## src/rtl/fifo_rd_pkg.sv

```systemverilog
// fifo_rd_pkg: shared definitions for the FIFO read-side drain stage.
//   SKID_DEPTH  - number of entries in the skid buffer absorbing read latency
//   occ_t       - skid occupancy type (0..SKID_DEPTH)
//   beat_cnt_w  - width of the burst beat counter for a given BURST_LEN
package fifo_rd_pkg;

  localparam int SKID_DEPTH = 2;

  typedef logic [1:0] occ_t;

  // $clog2 alone would give 0 bits for BURST_LEN = 1; keep at least 1 bit.
  function automatic int beat_cnt_w(input int burst_len);
    return (burst_len <= 2) ? 1 : $clog2(burst_len);
  endfunction

endpackage

```

## src/rtl/fifo_rd_skid.sv

```systemverilog
// fifo_rd_skid: 2-entry push/pop register buffer. Entry 0 is always the head.
// Ports:
//   clk, rst_n      clock, asynchronous active-low reset
//   push, push_data write a word at the tail
//   pop             remove the head (only legal while occ != 0)
//   head            current head word
//   occ             number of stored words, 0..2
module fifo_rd_skid
  import fifo_rd_pkg::*;
#(
  parameter int WIDTH = 32
) (
  input  logic             clk,
  input  logic             rst_n,
  input  logic             push,
  input  logic [WIDTH-1:0] push_data,
  input  logic             pop,
  output logic [WIDTH-1:0] head,
  output occ_t             occ
);

  logic [WIDTH-1:0] ent0;
  logic [WIDTH-1:0] ent1;

  // Head only changes on pop or on a push into an empty buffer, so the
  // presented word is stable until it is accepted.
  always_ff @(posedge clk or negedge rst_n) begin
    if (!rst_n) begin
      ent0 <= '0;
      ent1 <= '0;
      occ  <= '0;
    end else begin
      case ({push, pop})
        2'b10: begin
          if (occ == 2'd0) ent0 <= push_data;
          else             ent1 <= push_data;
          occ <= occ + 2'd1;
        end
        2'b01: begin
          ent0 <= ent1;
          occ  <= occ - 2'd1;
        end
        2'b11: begin
          if (occ == 2'd1) begin
            ent0 <= push_data;
          end else begin
            ent0 <= ent1;
            ent1 <= push_data;
          end
        end
        default: ;
      endcase
    end
  end

  assign head = ent0;

endmodule

```

## src/rtl/fifo_stream_reader.sv

```systemverilog
// fifo_stream_reader: drains a synchronous FIFO (1-cycle registered read
// latency) onto a valid/ready stream, framing every BURST_LEN words with
// m_last. Sustains one word per cycle.
// Optional feature: define FIFO_RD_WORD_COUNT_EN to add the 32-bit
// word_count port (count of delivered words, wrapping).
// Ports:
//   clk, rst_n    clock, asynchronous active-low reset
//   fifo_empty_n  FIFO holds at least one word
//   fifo_rd_en    read strobe to the FIFO
//   fifo_rdata    FIFO read data, valid the cycle after fifo_rd_en
//   m_valid, m_ready, m_data, m_last   output stream
//   word_count    delivered-word count (FIFO_RD_WORD_COUNT_EN only)
module fifo_stream_reader
  import fifo_rd_pkg::*;
#(
  parameter int WIDTH     = 32,
  parameter int BURST_LEN = 4
) (
  input  logic             clk,
  input  logic             rst_n,
  input  logic             fifo_empty_n,
  output logic             fifo_rd_en,
  input  logic [WIDTH-1:0] fifo_rdata,
  output logic             m_valid,
  input  logic             m_ready,
  output logic [WIDTH-1:0] m_data,
  output logic             m_last
`ifdef FIFO_RD_WORD_COUNT_EN
  ,
  output logic [31:0]      word_count
`endif
);

  localparam int                BEAT_W    = beat_cnt_w(BURST_LEN);
  localparam logic [BEAT_W-1:0] LAST_BEAT = BEAT_W'(BURST_LEN - 1);

  occ_t              occ;
  logic              pending_p1;
  logic              pop;
  logic [2:0]        fill_next;
  logic [BEAT_W-1:0] beat_cnt;

  assign pop = m_valid && m_ready;

  // Words that will be held after this edge; a new strobe is only issued if
  // its word (arriving next cycle) is guaranteed a free skid entry.
  assign fill_next  = {1'b0, occ} + {2'b00, pending_p1} - {2'b00, pop};
  assign fifo_rd_en = rst_n && fifo_empty_n && (fill_next <= 3'(SKID_DEPTH - 1));

  // Stage p1: fifo_rdata is valid in the cycle after the strobe.
  always_ff @(posedge clk or negedge rst_n) begin
    if (!rst_n) pending_p1 <= 1'b0;
    else        pending_p1 <= fifo_rd_en;
  end

  fifo_rd_skid #(
    .WIDTH (WIDTH)
  ) u_skid (
    .clk       (clk),
    .rst_n     (rst_n),
    .push      (pending_p1),
    .push_data (fifo_rdata),
    .pop       (pop),
    .head      (m_data),
    .occ       (occ)
  );

  assign m_valid = (occ != 2'd0);

  // Stage p2: output stream, burst framing.
  always_ff @(posedge clk or negedge rst_n) begin
    if (!rst_n) begin
      beat_cnt <= '0;
    end else if (pop) begin
      if (beat_cnt == LAST_BEAT) beat_cnt <= '0;
      else                       beat_cnt <= beat_cnt + 1'b1;
    end
  end

  assign m_last = m_valid && (beat_cnt == LAST_BEAT);

`ifdef FIFO_RD_WORD_COUNT_EN
  always_ff @(posedge clk or negedge rst_n) begin
    if (!rst_n)   word_count <= '0;
    else if (pop) word_count <= word_count + 32'd1;
  end
`endif

endmodule

```

## config.mk

```make
export PLATFORM = sky130hd
export DESIGN_NAME = fifo_stream_reader
export DESIGN_NICKNAME = d
export VERILOG_FILES = /design/src/rtl/fifo_rd_pkg.sv /design/src/rtl/fifo_rd_skid.sv /design/src/rtl/fifo_stream_reader.sv
export SDC_FILE = /design/constraint.sdc
export NUM_CORES = 1
export LEC_CHECK = 0
export ABC_AREA = 1
export BUFFER_PORTS_ARGS = -buffer_cell sky130_fd_sc_hd__buf_2
export CAP_MARGIN = 40
export CORE_MARGIN = 2
export CORE_UTILIZATION = 55
export DETAILED_ROUTE_END_ITERATION = 8
export GPL_TIMING_DRIVEN = 0
export PLACE_DENSITY = 0.8
export RECOVER_POWER = 50
export SYNTH_ARGS = -nofsm -noshare
export SYNTH_HDL_FRONTEND = slang
export SYNTH_HIERARCHICAL = 1
export SYNTH_SLANG_ARGS = --single-unit
```

## constraint.sdc

```tcl
create_clock -name clk -period 3.6 [get_ports clk]
set_clock_uncertainty 0.1 [all_clocks]
set_input_delay 0.72 -clock clk [delete_from_list [all_inputs] [get_ports clk]]
set_output_delay 0.72 -clock clk [all_outputs]
set_load 0.02 [all_outputs]
```

==> results of run 1 <==
path summary, 6_finish.rpt:
check	cells after the start	slack (ns)	end	startpoint
worst max register to register	9	1.41	pending_p1	u_skid/occ[1]
worst min register to register	2	0.37	u_skid/head[15]	u_skid/head[15]
worst max-delay path	10	0.26	fifo_rd_en	u_skid/occ[1]
min in group clk	2	0.37	u_skid/head[15]	u_skid/head[15]
worst min-delay path	1	0.20	u_skid/head[23]	rst_n
max in group asynchronous	2	0.93	u_skid/head[11]	rst_n
worst max-delay path, stage by stage (launching register included):
cell and delay, ns:
dfrtp_1 0.49, o21ai_2 0.22, inv_1 0.11, ha_1 0.28, inv_1 0.05, ha_1 0.13
inv_1 0.04, fa_1 0.48, nand3_1 0.08, nor2_1 0.14, buf_2 0.18
cells by family after synthesis:
group	Yosys count
adders and majority gates	9
xor gates and xnor gates	3
DFF	69
AOI/OAI and AO/OA	36
and+or+nand+nor	243
buffers and inverters	67
metrics by stage:
step	area (µm²)	total power [mW]	util [%]	setup slack, ns
global route	3960	4.03	66.8	0.0130
floorplan	3360	2.65	-	0.570
detailed placement	3820	3.17	64.6	0.370
finish	3960	3.69	66.8	0.260
CTS	3990	3.73	67.4	0.217
global placement	3800	3.10	64.2	0.344
placed cells by master, fill, tap and decap left out:
| master | Yosys | routed |
|---|---|---|
| buf_2 | 15 | 71 |
| buf_4 | 0 | 1 |
| buf_6 | 6 | 6 |
| clkbuf_1 | 0 | 15 |
| clkbuf_8 | 0 | 11 |
| clkinv_2 | 0 | 2 |
| dfrtp_1 | 69 | 69 |
| fa_1 | 1 | 1 |
| ha_1 | 8 | 8 |
| inv_1 | 42 | 42 |
| inv_2 | 4 | 4 |
| nand2_1 | 201 | 201 |
| nand2_2 | 3 | 3 |
| nand2_4 | 1 | 1 |
| nand3_1 | 35 | 35 |
| nand3_2 | 1 | 1 |
| nor2_1 | 2 | 2 |
| o21a_1 | 1 | 1 |
| o21ai_0 | 1 | 1 |
| o21ai_1 | 32 | 32 |
| o21ai_2 | 2 | 2 |
| xnor2_1 | 2 | 2 |
| xor2_1 | 1 | 1 |
final cells by class:
| cell class | instances | area share, % |
|---|---|---|
| sequential | 69 | 43.7 |
| clock inverter | 2 | 0.253 |
| multi-input combinational | 291 | 33.2 |
| tap | 75 | 2.37 |
| clock buffer | 12 | 3.92 |
| timing repair buffer | 71 | 8.60 |
| buffer | 21 | 3.61 |
| inverter | 46 | 4.37 |
synthesized netlist by cell type:
cell type,number
inv_1,42
o21ai_1,32
nand2_4,1
nand2_2,3
fa_1,1
xor2_1,1
nand3_2,1
ha_1,8
xnor2_1,2
o21a_1,1
nor2_1,2
nand2_1,201
buf_6,6
inv_2,4
nand3_1,35
o21ai_0,1
dfrtp_1,69
o21ai_2,2
buf_2,15
per-layer routing:
layer	part of all wire, %	wire length, µm	vias up
li1	-	-	1467
met1	45	3320	1359
met2	49	3560	79
met3	5.3	387	6
met4	0.68	50	0
met5	0	0	-
power by group:
part           internal (mW)  leakage (nW)  switching, mW  total (mW)
registers               1.13         0.872          0.203        1.34
logic                  0.640          1.36           1.18        1.82
clock network          0.278        0.0881          0.262       0.540
total                   2.05          2.33           1.64        3.69
sequential cells by signal, indices dropped and copies added (netlist names):
signal       flops
u_skid/ent1     32
pending_p1       1
u_skid/occ       2
beat_cnt         2
u_skid/head     32
==> impl_results.md, run 1 <==
* Outcome: complete, but fails checks
* Failing checks: max-capacitance violations, max-slew violations
* Proportion of layout cells with a drive suffix above 1 at 19.9%
* Sequential fraction of the synthesis area at 51.5%
* Synth Instances at 427
* Post-synth top area cell: dfrtp_1
* Area of the multi-input gates at 1310 µm²
* Synth warn at 6
* GR Util met1 at 31.3%
* DRC viols at 0
* Root buffer cell: clkbuf_8
* Worst slew margin at -39.0%
* Largest family of logic cells by synthesized area: simple AND/OR/NAND/NOR gates
* Cts hold-fix bufs at 0
* Die ar. at 6740 µm²
* Post-synthesis adder-cell area fraction at 3.58%
* Synth unique cells at 19
* GPL Wtd Cong at 0.780
* TritonCTS clock tree: yes
* M3 GR Usage at 5.54%
* CTS Buf Count at 9
* Nets at 554
* Drt wl/cell at 12.5 µm
* Top cells by area, synth: dfrtp_1 (51%), nand2_1 (22%), nand3_1 (5.2%), o21ai_1 (4.8%), inv_1 (4.7%)
* First-pass GRT wire length at 12200 µm
* H-tree levels at 3
* Worst-path clk slew at 0.06 ns
* GRT Overall Usage at 23.7%
* Placed cell count at 573
* DR vias/cell at 4.96
* Slew Limit Fails at 42
* Initial Util at 56.7%
* Worst VDD drop at 0.527 mV
* Initial antenna violation count at 0
* Antenna-violating nets left at 0
* Mux cell area share after synthesis at 0%
* Worst Max-Slew Pin Slew at 2.09 ns
* Max Freq at 0.299 GHz
* Layer carrying the most global-route usage: met2
* Final hold slack at 0.203 ns
* XOR/XNOR Fraction of Synth Area at 0.783%
* Simple-gate share of the synthesized area at 29.1%
* CP required at 2.78 ns
* Crit. End Element: output pin
* Setup bufs post-CTS at 0
* Setup Crit Path Kind: flip-flop to output pin
* Post-synth design cell area at 3360 µm²
* Cell Rows at 28
* DP HPWL at 5060 µm
* Synth-to-layout area growth at 17.9%
* Via count at 2911
* Hold WC Path Type: primary input to asynchronous set/reset pin
* Max Cap Viol at 1
* Fin crit period at 3.34 ns
* CP Max Fanout at 7
* Power Density at 934 nW/µm²
* Worst-skew pair later-pin latency at 0.33 ns
* Drt pass-1 iters at 4
* Std-Cell Core Area at 5920 µm²
* Vias in the first global route at 2688
* Post-CTS sizing at 0
* Top cell type's share of synthesized area at 51.5%
* Pleak at 2.33 nW
* Synth Area per Inst at 7.86 µm²
* Die X at 82.1 µm
* Unrepaired setup endpoints after global routing: false
* Met2 Usage GRT at 38.5%
* Final setup TNS at 0 ns
* Synth Register Bits at 69
* Initial DRC count at 205
* Final non-filler cell total at 587
* Number of buffers inserted by port buffering at 70
* Kind of start point of the critical path: flip-flop
* Final period util at 92.8%
* Syn nets at 472
* Largest net degree at the start of global routing at 42
* Clock sinks at 69
* Synth Area in Compound Gates at 5.67%
* Final WL at 7330 µm
* Die Span Y at 82.1 µm
* CTS max path bufs at 2
* Final Hold Vio Count at 0
* Fillers at 515
* Reg area at 1730 µm²
* Top-level port count at 71
* Overflow after GRT at 0
* Final setup violation count at 0
* N_diodes at 0
* Crit path arrival time at 2.52 ns
Note: power is estimated with default switching activity, not from simulation.
==> inputs of run 2 (changes only) <==
--- a/config.mk
+++ b/config.mk
@@ -12,7 +12,7 @@
 export CORE_UTILIZATION = 55
 export DETAILED_ROUTE_END_ITERATION = 8
 export GPL_TIMING_DRIVEN = 0
-export PLACE_DENSITY = 0.8
+export PLACE_DENSITY = 0.76
 export RECOVER_POWER = 50
 export SYNTH_ARGS = -nofsm -noshare
 export SYNTH_HDL_FRONTEND = slang
==> impl_results.md, run 2 (same netlist as run 1, synthesis figures left out) <==
* Switch share at 44.9% (+0.42 points)
* Final period util at 92.9% (+0.13 points)
* Hold WC Path Type: primary input to asynchronous set/reset pin
* Worst Max-Slew Pin Slew at 2.00 ns (-0.0869 ns)
* Die Span Y at 82.1 µm (unchanged)
* H-tree levels at 3 (unchanged)
* Commonest non-fill, non-tap cells in the layout: nand2_1 (201), buf_2 (71), dfrtp_1 (69)
* Final hold slack at 0.205 ns (+0.00178 ns)
* Worst slew margin at -33.3% (+5.8 points)
* Commonest non-fill, non-tap cell in the layout: nand2_1
* Initial antenna violation count at 0 (unchanged)
* Post-CTS sizing at 0 (unchanged)
* CTS Buf Count at 9 (unchanged)
* Combinational share of power at 49.4% (+0.2 points)
* Outcome: complete, but fails checks
* Crit. End Element: output pin
* Setup WS post-layout at 0.255 ns (-0.00479 ns)
* Pleak at 2.32 nW (-0.10%)
* DR vias/cell at 4.88 (-1.6%)
* First-pass GRT wire length at 11600 µm (-5.4%)
* Switching power at 1.64 mW (about the same)
* Root buffer cell: clkbuf_8
* Pint at 2.01 mW (-1.8%)
* Initial DRC count at 193 (-5.9%)
* Antenna-violating nets left at 0 (unchanged)
* Power Density at 927 nW/µm² (-0.78%)
* Final WL at 7030 µm (-4.1%)
* N_diodes at 0 (unchanged)
* Overflow after GRT at 0 (unchanged)
* Max Freq at 0.299 GHz (-0.14%)
* Top-level port count at 71 (unchanged)
* Slew Limit Fails at 40 (-4.8%)
* Initial Util at 56.7% (unchanged)
* Largest net degree at the start of global routing at 40 (-4.8%)
* Post-layout util at 66.7% (-0.15 points)
* CTS max path bufs at 2 (unchanged)
* Total power at 3.66 mW (-1.0%)
* Final non-filler cell total at 588 (+0.17%)
* Placed Area at 3820 µm² (unchanged)
* Setup Crit Path Kind: flip-flop to output pin
* CP Max Fanout at 7 (unchanged)
* Final setup violation count at 0 (unchanged)
* Worst-skew pair later-pin latency at 0.34 ns (about the same)
* Number of buffers inserted by port buffering at 70 (unchanged)
* Failing checks: max-capacitance violations, max-slew violations
* Proportion of layout cells with a drive suffix above 1 at 20.1% (+0.16 points)
* Final setup TNS at 0 ns (unchanged)
* Kind of start point of the critical path: flip-flop
* Setup bufs post-CTS at 0 (unchanged)
* Drt pass-1 iters at 4 (unchanged)
* Cts hold-fix bufs at 0 (unchanged)
* Max Cap Viol at 1 (unchanged)
* Vias in the first global route at 2604 (-3.1%)
* GPL Wtd Cong at 0.776 (-0.51%)
* Unrepaired setup endpoints after global routing: false
* Via count at 2870 (-1.4%)
* TritonCTS clock tree: yes
* Std-Cell Core Area at 5920 µm² (unchanged)
* Design area at 3950 µm² (-0.22%)
* Pre-CTS worst setup slack at 0.377 ns (+0.00772 ns)
* Worst-path clk slew at 0.07 ns (about the same)
* Flop pwr share at 36.3% (about the same)
* Cell Rows at 28 (unchanged)
* Fillers at 538 (+4.5%)
* DP HPWL at 4850 µm (-4.0%)
* Final Hold Vio Count at 0 (unchanged)
* Synth-to-layout area growth at 17.6%
* Nets at 554 (unchanged)
* Crit path arrival time at 2.53 ns (about the same)
* Die X at 82.1 µm (unchanged)
* Drt wl/cell at 12.0 µm (-4.2%)
* Fin crit period at 3.35 ns (+0.00479 ns)
* Die ar. at 6740 µm² (unchanged)
* Clk pwr share at 14.3% (-0.3 points)
* Placed cell count at 573 (unchanged)
* Clock sinks at 69 (unchanged)
* Worst VDD drop at 0.447 mV (-15%)
* DRC viols at 0 (unchanged)
* CP required at 2.78 ns (about the same)
* GRT Overall Usage at 22.6% (-1.1 points)
run 2: cell type report:
cell class / instances / area (µm²) / area share, %
multi-input combinational: 291 / 1310 / 33.3
sequential: 69 / 1730 / 43.8
clock inverter: 5 / 28.8 / 0.729
timing repair buffer: 71 / 340 / 8.62
buffer: 21 / 143 / 3.61
clock buffer: 10 / 128 / 3.23
inverter: 46 / 173 / 4.38
tap: 75 / 93.8 / 2.38
run 2: power by group through the flow:
stage	clock (mW)	sequential [mW]	combinational (mW)
after global routing	0.575	1.37	2.04
after global placement	0	1.32	1.78
final	0.523	1.33	1.81
after detailed placement	0	1.33	1.83
after CTS	0.534	1.32	1.84
after floorplan	0	1.51	1.14
run 2: worst max-delay path: stages, from the launching register on:
cell and delay, ns:
dfrtp_1 0.49, o21ai_2 0.21, inv_1 0.11, ha_1 0.28
inv_1 0.05, ha_1 0.13, inv_1 0.05, fa_1 0.48
nand3_1 0.07, nor2_1 0.14, buf_2 0.18
run 2: worst paths after layout:
| check | start | endpoint | slack [ns] | depth (start not counted) |
|---|---|---|---|---|
| worst max-delay path | u_skid/occ[1] | fifo_rd_en | 0.25 | 10 |
| worst min-delay path | rst_n | beat_cnt[1] | 0.20 | 1 |
| worst max register to register | u_skid/occ[1] | pending_p1 | 1.41 | 9 |
| worst min register to register | u_skid/head[17] | u_skid/head[17] | 0.37 | 2 |
| max in group asynchronous | rst_n | u_skid/head[8] | 0.99 | 2 |
| min in group clk | u_skid/head[17] | u_skid/head[17] | 0.37 | 2 |
run 2: routing by layer:
layer  track usage, %  share of wire, %
met1             30.7                48
met2             34.6                46
met3             5.87               5.5
met4             9.17              0.85
met5                0                 0
